===== src/rtl/fifo_pkg.sv =====
// Shared FIFO definitions: read-mode encoding and the count-width helper
// used by both the single-clock and dual-clock FIFOs.
package fifo_pkg;

    typedef enum logic {
        FIFO_REG  = 1'b0,
        FIFO_FWFT = 1'b1
    } fifo_mode_e;

    // A count must hold 0..DEPTH inclusive, hence one bit more than the address.
    function automatic int fifo_cnt_w(input int awidth);
        return awidth + 1;
    endfunction

endpackage


===== src/rtl/fifo_mem.sv =====
// FIFO storage: 1-write/1-read register array, synchronous write,
// combinational read, contents deliberately left unreset.
module fifo_mem #(
    parameter int DWIDTH = 8,
    parameter int AWIDTH = 4
) (
    input  logic              clk,
    input  logic              wr_en,
    input  logic [AWIDTH-1:0] wr_addr,
    input  logic [DWIDTH-1:0] wr_data,
    input  logic [AWIDTH-1:0] rd_addr,
    output logic [DWIDTH-1:0] rd_data
);

    localparam int DEPTH = 1 << AWIDTH;

    logic [DWIDTH-1:0] mem [DEPTH];

    always_ff @(posedge clk) begin
        if (wr_en) begin
            mem[wr_addr] <= wr_data;
        end
    end

    assign rd_data = mem[rd_addr];

endmodule


===== src/rtl/sync_fifo_prog.sv =====
// Single-clock FIFO with registered or first-word-fall-through read,
// programmable almost-full/empty thresholds and sticky error flags.
module sync_fifo_prog
    import fifo_pkg::*;
#(
    parameter int DWIDTH = 8,
    parameter int AWIDTH = 4,
    parameter int FWFT   = 0
) (
    input  logic              clk,
    input  logic              rstb,
    input  logic              wr_en,
    input  logic [DWIDTH-1:0] wr_data,
    input  logic              rd_en,
    output logic [DWIDTH-1:0] rd_data,
    output logic              rd_valid,
    input  logic [AWIDTH:0]   af_thresh,
    input  logic [AWIDTH:0]   ae_thresh,
    input  logic              err_clr,
    output logic              fifo_full,
    output logic              fifo_empty,
    output logic              almost_full,
    output logic              almost_empty,
    output logic [AWIDTH:0]   fifo_count,
    output logic              overflow,
    output logic              underflow
);

    localparam int              CW       = fifo_cnt_w(AWIDTH);
    localparam int              DEPTH    = 1 << AWIDTH;
    localparam logic [CW-1:0]   FULL_CNT = CW'(DEPTH);
    localparam fifo_mode_e      MODE     = (FWFT != 0) ? FIFO_FWFT : FIFO_REG;

    logic [CW-1:0]     wr_ptr;
    logic [CW-1:0]     rd_ptr;
    logic [CW-1:0]     count_next;
    logic              wr_acc;
    logic              rd_acc;
    logic [DWIDTH-1:0] mem_rd_data;

    // Acceptance uses registered flags only: no pass-through in either direction.
    assign wr_acc     = wr_en & ~fifo_full;
    assign rd_acc     = rd_en & ~fifo_empty;
    assign count_next = fifo_count + CW'(wr_acc) - CW'(rd_acc);

    fifo_mem #(
        .DWIDTH (DWIDTH),
        .AWIDTH (AWIDTH)
    ) u_mem (
        .clk     (clk),
        .wr_en   (wr_acc),
        .wr_addr (wr_ptr[AWIDTH-1:0]),
        .wr_data (wr_data),
        .rd_addr (rd_ptr[AWIDTH-1:0]),
        .rd_data (mem_rd_data)
    );

    always_ff @(posedge clk or negedge rstb) begin
        if (!rstb) begin
            wr_ptr       <= '0;
            rd_ptr       <= '0;
            fifo_count   <= '0;
            fifo_full    <= 1'b0;
            fifo_empty   <= 1'b1;
            almost_full  <= 1'b0;
            almost_empty <= 1'b1;
        end else begin
            if (wr_acc) begin
                wr_ptr <= wr_ptr + CW'(1);
            end
            if (rd_acc) begin
                rd_ptr <= rd_ptr + CW'(1);
            end
            fifo_count   <= count_next;
            fifo_full    <= (count_next == FULL_CNT);
            fifo_empty   <= (count_next == '0);
            almost_full  <= (count_next >= af_thresh);
            almost_empty <= (count_next <= ae_thresh);
        end
    end

    // Setting wins over clearing so a fresh error is never lost to err_clr.
    always_ff @(posedge clk or negedge rstb) begin
        if (!rstb) begin
            overflow  <= 1'b0;
            underflow <= 1'b0;
        end else begin
            if (wr_en && fifo_full) begin
                overflow <= 1'b1;
            end else if (err_clr) begin
                overflow <= 1'b0;
            end
            if (rd_en && fifo_empty) begin
                underflow <= 1'b1;
            end else if (err_clr) begin
                underflow <= 1'b0;
            end
        end
    end

    generate
        if (MODE == FIFO_REG) begin : g_reg
            always_ff @(posedge clk or negedge rstb) begin
                if (!rstb) begin
                    rd_data  <= '0;
                    rd_valid <= 1'b0;
                end else begin
                    rd_valid <= rd_acc;
                    if (rd_acc) begin
                        rd_data <= mem_rd_data;
                    end
                end
            end
        end else begin : g_fwft
            // Head word is shown directly; zeroed while empty so unwritten storage never leaks out.
            assign rd_data  = fifo_empty ? '0 : mem_rd_data;
            assign rd_valid = ~fifo_empty;
        end
    endgenerate

endmodule

===== config.mk =====
export PLATFORM = sky130hd
export DESIGN_NAME = sync_fifo_prog
export DESIGN_NICKNAME = d
export VERILOG_FILES = /design/src/rtl/fifo_pkg.sv /design/src/rtl/fifo_mem.sv /design/src/rtl/sync_fifo_prog.sv
export SDC_FILE = /design/constraint.sdc
export NUM_CORES = 1
export LEC_CHECK = 0
export ABC_AREA = 1
export ABC_CLOCK_PERIOD_IN_PS = 4460
export CAP_MARGIN = 20
export CORE_MARGIN = 3
export CORE_UTILIZATION = 45
export DETAILED_ROUTE_END_ITERATION = 10
export MAX_ROUTING_LAYER = met4
export SYNTH_ARGS = -nofsm -noshare
export SYNTH_HDL_FRONTEND = slang
export SYNTH_SLANG_ARGS = --single-unit
export TNS_END_PERCENT = 50

===== constraint.sdc =====
create_clock -name clk -period 4.46 [get_ports clk]
set_clock_uncertainty 0.15 [all_clocks]
set_input_delay 0.892 -clock clk [delete_from_list [all_inputs] [get_ports clk]]
set_output_delay 0.892 -clock clk [all_outputs]
set_load 0.03 [all_outputs]

* Yosys cells after proc, flatten, opt, wreduce, memory -nomap -nowiden
Memory sizes are Yosys's and may differ from the RTL's. A register that Yosys moved wholly into a read port is not among the register bits.
Index checks and enable logic that the tools add are counted.
** Word-level totals
- Bits in registers :: 22
- Bits of input ports :: 23
- Memories kept :: 1
- Memory bits (writable) :: 128
** Operators by class
- $add $sub $neg :: 4
- Bitwise gates (word level) :: 4
- Equal/unequal tests :: 1
- Reduce and logical (&&, ||, !) cells :: 6
- Mux-type cells :: 5
- $lt $le $gt $ge :: 2
** Memory list
- u_mem.mem :: depth 16, bits a word 8, rd ports 1, clocked after memory_dff 1, write ports 1, line fifo_mem.sv:17 : logic [DWIDTH-1:0] mem [DEPTH];
** Operators with widths (count)
- $add 5x1->5 const B :: 2
- $add 5x1->5 :: 1
- $eq 5x5->1 const B :: 1
- $ge 5x5->1 :: 1
- $le 5x5->1 :: 1
- $logic_not 5->1 :: 1
- $mux 1 :: 5
- $sub 5x1->5 :: 1
- $reduce_bool 2->1 :: 2
- $and 1x1->1 :: 2
- $logic_and 1x1->1 :: 2
- $not 1->1 :: 2
- $logic_not 1->1 :: 1

* Longest topological paths before layout
Gate-level depths: netlist (run 1).
- Word-level depth :: 5
- Gate-level depth with buffers :: 15
- Mapped depth without buffers :: 15

* Hierarchy
Synthesis (run 1) repeated with hierarchy kept, for this count alone.
** Unflattened totals
- Cells, all modules :: 698
- Area, all modules :: 7045.5 um^2
** Modules (own cells, without submodules)
- fifo_mem :: area an instance 5606.6 um^2, times used 1, cells each 543
- sync_fifo_prog :: area an instance 1438.9 um^2, times used 1, cells each 155

* Least setup slack after synthesis (run 1)
Ideal clock, no wire load.
- Path kind :: input to register
- Start point :: in wr_en
- End point :: reg almost_empty
- Path buffers :: 0
- Data required time :: 4.249 ns
- Library setup time :: 0.061 ns
- Data arrival time :: 3.171 ns
- Stages on the path :: 15
- Setup slack :: 1.078 ns
- Cell sequence :: inv_1 > nor2_2 > inv_1 > ha_1 > inv_1 > ha_1 > fa_1 > a21oi_1 > o21bai_1 > xor2_1 > inv_1 > ha_1 > a31oi_1 > nand3_1 > nand2_1
** On the way
- Cells in the longest elaborated chain, start to end :: 4
** RTL lines
- from (decl) :: line sync_fifo_prog.sv:12 : input logic wr_en,
- $and 1x1->1 :: line sync_fifo_prog.sv:42 : assign wr_acc = wr_en & ~fifo_full;
- $add 5x1->5 :: line sync_fifo_prog.sv:44 : assign count_next = fifo_count + CW'(wr_acc) - CW'(rd_acc);
- $sub 5x1->5 :: line sync_fifo_prog.sv:44
- named net count_next[4] :: line sync_fifo_prog.sv:36 : logic [CW-1:0] count_next;
- $le 5x5->1 :: line sync_fifo_prog.sv:78 : almost_empty <= (count_next <= ae_thresh);
- to (signal assigned) :: line sync_fifo_prog.sv:78
- to (decl) :: line sync_fifo_prog.sv:23 : output logic almost_empty,
The timed path passes the listed nets, and every way through them passes these cells.
A chain may end at the register's enable or synchronous reset.

* Worst setup path after layout (run 1)
- Start point :: in rd_en
- End point :: reg almost_full
** On the way
- Cells in the longest elaborated chain, start to end :: 3
** RTL lines
- from (decl) :: line sync_fifo_prog.sv:14 : input logic rd_en,
- $and 1x1->1 :: line sync_fifo_prog.sv:43 : assign rd_acc = rd_en & ~fifo_empty;
- named net rd_acc :: line sync_fifo_prog.sv:38 : logic rd_acc;
- $sub 5x1->5 :: line sync_fifo_prog.sv:44
- named net count_next[2] :: line sync_fifo_prog.sv:36
- $ge 5x5->1 :: line sync_fifo_prog.sv:77 : almost_full <= (count_next >= af_thresh);
- to (signal assigned) :: line sync_fifo_prog.sv:77
- to (decl) :: line sync_fifo_prog.sv:22 : output logic almost_full,
The timed path passes the listed nets, and every way through them passes these cells.

==> impl_results.md, run 1 <==
- Status: finished, final reports clean
- Via count: 4145
- Die Ht: 127 um
- Fin Setup TNS: 0 ns
- Post-synth cell types: 36
- First-pass GRT wire length: 22800 um
- Worst path bufs/invs: 4
- Initial antenna violation count: 0
- Worst setup SP type: primary input
- Final GP Congestion: 0.886
- FFs w/ async S/R, synth: 17.9%
- End of the worst register-to-register path: almost_full
- TritonRoute pass-1 iters: 4
- Input/output buffers: 42
- Most frequent cells in the layout: edfxtp_1 (128), nand2_1 (113), nor2_1 (66)
- Area leader, netlist: edfxtp_1
- Sequential-to-total area share from yosys stat: 68.7%
- TritonCTS Buffers: 17
- Avg Inst Size Synth: 12.0 sq um
- Final Setup Violations: 0
- Max transition margin: 33.5%
- Row count: 43
- Mapped Area: 0.00662 sq mm
- Switching power: 2.10 mW
- Clock Latency Late Sink: 0.42 ns
- Path type of the worst setup path: in -> reg
- Slew Limit Fails: 0
- Worst-path cell chain: clkdlybuf4s50_1, inv_1, nor2_2, buf_4, ha_1, inv_1, ha_1, fa_1, xor2_1, ha_1, nand2_1, a21oi_1, a211oi_1, o21ai_1, nand3_1, nand2_1
- Overall power: 5.53 mW
- Post-CTS Hold Buffers: 0
- HP Class: reg -> reg
- Dominant cells by area after synthesis: edfxtp_1 (58%), dfrtp_1 (9.8%), nand2_1 (6.4%)
- Worst path top cell family by delay: adder cells
- Final period utilization: 79.4%
- CP required: 4.62 ns
- Core area: 0.0141 sq mm
- Crit path capture type: register
- CP max FO: 7
- Via/cell ratio: 5.25
- Pwr per Cell Area: 718 mW/mm^2
- Root buf cell: clkbuf_16
- Crit path launch: rd_en
- Gr usage total: 19.4%
- Final worst slack: 0.918 ns
- Crit-path most repeated cell: ha_1
- Leak Pwr: 2.92 nW
- Critical path depth: 16
- Yosys warning total: 0
- Synth Net Count: 594
- Combinational Power Share: 37.6%
- FF-to-FF path depth: 14
- Clk buf depth: 2
- Crit path capture: almost_full
- Switching share of power: 37.9%
- Commonest non-fill, non-tap cell in the layout: edfxtp_1
- CTS tree: yes
- Vias in the first global route: 4149
- Worst path arrival time: 3.70 ns
- Worst path slowest cell: clkdlybuf4s50_1
- Reg-to-reg slack, setup: 1.33 ns
- Final Critical Period: 3.54 ns
- Nets: 638
- Worst slew pin tran: 0.995 ns
- Antenna diodes: 0
- Max stage delay on crit path: 0.42 ns
- Hold Fails Final Rpt: 0
- Largest net degree at the start of global routing: 58
- Max-cap viol count: 0
- Number of I/O pins: 43
- Setup bufs post-CTS: 0
- Fillers: 1210
- Reg2reg start: fifo_empty
- Final HPWL from detailed placement: 8990 um
- Mapped Cells: 552
- Sequential power share: 36.8%
- Flop and latch count out of synthesis: 156
- Clk pwr share: 25.6%
- Clock Pin Slew Worst Setup and Hold Paths: 0.06 ns
- DIE WIDTH: 127 um
- Initial Utilization: 46.8%
- Synth top area share: 58.1%
- DR DRC count: 0
- Ys flop type: edfxtp_1
- Num Clock Sinks: 156
- 1st-iter DRT viols: 347
- Dpl ws: 0.467 ns
- Synthesis-to-layout area growth: 16.5%
- Post_cts resized: 0
- H-tree depth: 4
- Fmax: 0.282 GHz
- Final wirelength: 14400 um
- Post-synth EDFFs: 128
- WL per Instance: 18.3 um
- Unrepaired setup endpoints after global routing: no
- Max IR drop VDD: 0.371 mV
- Die area: 0.0162 sq mm
- Total grt overflow: 0
- Internal: 3.44 mW
- Antenna-violating nets left: 0
- Share of cells above drive strength 1: 6.90%
[cells by family after synthesis]
kind of cell,after synthesis,share of synthesized area (%)
fa+ha+maj,19,3.71
buf+inv,56,4.50
xor+xnor,9,1.19
simple gates,196,11.7
compound gates,108,9.02
flops,156,68.7
mux,8,1.21
[per-stage QoR]
step | util, % | cell area [sq um] | cells | hold slack [ns]
after detailed placement | 50.4 | 7130 | 757 | 0.318
after global placement | 50.4 | 7130 | 757 | 0.313
after global routing | 54.5 | 7710 | 789 | 0.352
final | 54.5 | 7710 | 789 | 0.329
after CTS | 54.5 | 7710 | 789 | 0.334
after floorplan | - | 6620 | 552 | 0.361
[power groups by stage]
stage	clock network (mW)	registers [mW]	logic, mW
after floorplan	0	2.12	1.43
after global placement	0	2.06	2.04
after detailed placement	0	2.07	2.10
after CTS	1.44	2.04	2.11
after global routing	1.51	2.07	2.38
final	1.42	2.04	2.08
[state kept, by name, summed over array words and instances (netlist names)]
register	cells
almost_full	1
fifo_count	5
almost_empty	1
rd_valid	1
u_mem.mem	128
rd_ptr	4
overflow	1
fifo_full	1
wr_ptr	4
rd_data	8
fifo_empty	1
underflow	1
[worst min-delay path by stage]
stage	start	end	cells past startpoint
2_1_floorplan	wr_ptr[0]	wr_ptr[0]	1
3_3_place_gp	rd_data[3]	rd_data[3]	2
3_5_place_dp	rd_data[3]	rd_data[3]	2
4_1_cts	rd_data[3]	rd_data[3]	2
5_1_grt	rd_data[2]	rd_data[2]	2
6_report	rd_data[7]	rd_data[7]	2
[worst min-delay path, cell delays in order, from the launching register on]
cell and delay (ns):
dfrtp_1 0.34, nand2_1 0.05, nand2_1 0.05
[layer usage]
layer | wire (um) | vias to the layer above | track usage [%]
li1 | - | 2004 | -
met1 | 6220 | 2018 | 25.0
met4 | 318 | 0 | 8.14
met5 | 0 | - | -
met2 | 7200 | 98 | 30.0
met3 | 669 | 25 | 4.35
[Yosys cell counts, types with 3 or more instances]
cell type / n
edfxtp_1: 128
nand2_1: 113
nor2_1: 66
o21ai_0: 48
inv_1: 31
a21oi_1: 28
dfrtp_1: 26
ha_1: 18
o22ai_1: 15
xor2_1: 9
a21boi_0: 8
mux2i_1: 8
nand3_1: 8
buf_2: 6
buf_4: 5
buf_6: 5
o21ai_1: 4
nand4_1: 3
[layout make-up]
class / count / area (sq um) / share of cell area, %
sequential: 156 / 4550 / 59.0
multi-input combinational: 340 / 1770 / 23.0
clock buffer: 23 / 458 / 5.94
timing repair buffer: 46 / 450 / 5.84
tap: 180 / 225 / 2.92
inverter: 35 / 136 / 1.77
clock inverter: 9 / 119 / 1.54
(Power assumes the default switching activity.)
==> inputs of run 2 (changes only) <==
Settings changed: ABC_CLOCK_PERIOD_IN_PS 4460 to 3000, PLACE_DENSITY set to 0.66.
Clock period 4.46 ns to 3 ns, I/O delays scaled along.
==> run 2 against run 1 <==
Die area unchanged. Non-clock buffer count increased by 29. Worst setup slack got worse by 0.76 ns. Final cell count increased by 3.7%. Cell area increased by 3.5%. Hold slack got worse by 0.036 ns. Critical path depth decreased by 3. Largest cell class unchanged. Routed wire length decreased by 0.33%. Via count increased by 5.3%. Global-route usage decreased by 0.16 points. Sequential share of layout area decreased by 2.0 points.
==> impl_results.md, run 2 (synthesis gave the netlist of run 1 again) <==
- Status: finished, final reports clean
- Final wirelength: 14400 um
- Max transition margin: 48.3%
- Final Setup Violations: 0
- Worst path arrival time: 3.05 ns
- Nets: 667
- WL per Instance: 17.6 um
- Root buf cell: clkbuf_16
- Worst slew pin tran: 0.776 ns
- Unrepaired setup endpoints after global routing: no
- Finished Layout Cells: 818
- Synthesis-to-layout area growth: 20.6%
- Reg-to-reg slack, setup: 0.16 ns
- FF-to-FF path depth: 13
- Area of the multi-input gates: 0.00182 sq mm
- Max-cap viol count: 0
- Via/cell ratio: 5.34
- CTS tree: yes
- Die Ht: 127 um
- Pwr per Cell Area: 1100 mW/mm^2
- Row count: 43
- Crit path launch: fifo_empty
- Largest Register: u_mem.mem
- Crit path capture type: register
- Final period utilization: 94.6%
- CP required: 3.21 ns
- Antenna-violating nets left: 0
- Placed Area: 0.00734 sq mm
- Max FFs per register: 128
- Input/output buffers: 42
- Reg2reg start: fifo_empty
- Total grt overflow: 0
- Core area: 0.0141 sq mm
- Max IR drop VDD: 1.28 mV
- Fillers: 1183
- First-pass GRT wire length: 22900 um
- HP Class: in -> reg
- Slew Limit Fails: 0
- Path type of the worst setup path: reg -> reg
- End of the worst register-to-register path: almost_empty
- Hold Fails Final Rpt: 0
- TritonCTS Buffers: 17
- TritonRoute pass-1 iters: 4
- CP max FO: 4
- Final GP Congestion: 0.877
- Final HPWL from detailed placement: 9030 um
- Vias in the first global route: 4392
- Commonest non-fill, non-tap cell in the layout: edfxtp_1
- Largest net degree at the start of global routing: 67
- Reg area: 0.00455 sq mm
- Number of I/O pins: 43
- H-tree depth: 4
- Fmax: 0.352 GHz
- Antenna diodes: 0
- Finished Cell Area: 0.00798 sq mm
- Initial antenna violation count: 0
- Post-route core utilization: 56.4%
- Leak Pwr: 3.08 nW
- Crit path capture: almost_empty
- DIE WIDTH: 127 um
- Regs by FF count: u_mem.mem: 128 flops, rd_data: 8 flops, fifo_count: 5 flops
- Clk buf depth: 2
- Clock Latency Late Sink: 0.42 ns
- DR DRC count: 0
- Die area: 0.0162 sq mm
- Clock Pin Slew Worst Setup and Hold Paths: 0.06 ns
- Num Clock Sinks: 156
- 1st-iter DRT viols: 443
- Worst setup SP type: register
- Most frequent cells in the layout: edfxtp_1 (128), nand2_1 (113), nor2_1 (66)
- Final Critical Period: 2.84 ns
- Placed insts: 780
- Via count: 4366
- Gr usage total: 19.3%
- Share of cells above drive strength 1: 12.5%
- Initial Utilization: 46.8%
[run 2: power by group]
part           switching, mW  leakage (nW)  internal [mW]
combinational           2.32          1.31           1.52
sequential             0.205          1.49           2.73
clock                  0.784         0.280           1.26
total                   3.31          3.08           5.50
[run 2: cell type report]
class / count / area share [%]
multi-input combinational: 340 / 22.9
sequential: 156 / 57.0
clock buffer: 23 / 5.86
timing repair buffer: 75 / 8.55
tap: 180 / 2.82
clock inverter: 9 / 1.21
inverter: 35 / 1.71
[run 2: worst max-delay path, stage by stage, from the launching register on]
cell and delay, ns:
dfstp_2 0.55, nor2_2 0.05, ha_1 0.26, inv_1 0.05
ha_2 0.18, fa_2 0.36, a21oi_2 0.14, o21bai_1 0.09
xor2_1 0.25, inv_2 0.09, ha_4 0.27, a31oi_4 0.18
nand3_2 0.10, nand2_1 0.07
[run 2: routing by layer]
layer | up-vias | GRT usage [%] | share of wire (%)
li1 | 2063 | - | -
met1 | 2134 | 25.5 | 45
met2 | 135 | 28.4 | 48
met3 | 34 | 4.26 | 4.5
met4 | 0 | 9.34 | 3.1
met5 | - | - | 0
[run 2: stage by stage]
step / setup slack, ns / setup TNS (ns) / power (mW) / hold WS (ns)
after floorplan: 0.0160 / 0 / 5.31 / 0.154
after global placement: -0.514 / -1.24 / 6.28 / 0.313
after detailed placement: -0.609 / -1.54 / 6.41 / 0.320
after CTS: 0.115 / 0 / 8.66 / 0.336
after global routing: 0.000319 / 0 / 9.45 / 0.300
final: 0.162 / 0 / 8.82 / 0.294
[run 2: worst min path at each step]
stage	startpoint	to	slack [ns]	depth (start not counted)
2_1_floorplan	rstb	almost_full	0.15	0
6_report	rd_en	underflow	0.29	3
3_3_place_gp	rd_data[0]	rd_data[0]	0.31	2
5_1_grt	rd_en	underflow	0.30	3
4_1_cts	rd_data[7]	rd_data[7]	0.34	2
3_5_place_dp	rd_data[7]	rd_data[7]	0.32	2
[run 2: repair_timing]
| action | 4_1_cts | 5_1_grt |
|---|---|---|
| setup buffers | 4 | 2 |
| pin swaps | 4 | 6 |
| hold buffers | 0 | 0 |
| endpoints found under the hold margin | 0 | 0 |
| setup endpoints to repair | 2 | 2 |
| resized for setup | 7 | 4 |
==> inputs of run 3 (changes only) <==
Settings changed: CAP_MARGIN 20 to 25.
==> results of run 3 <==
Same layout as run 2: the final DEF is identical, and so are final timing and power.
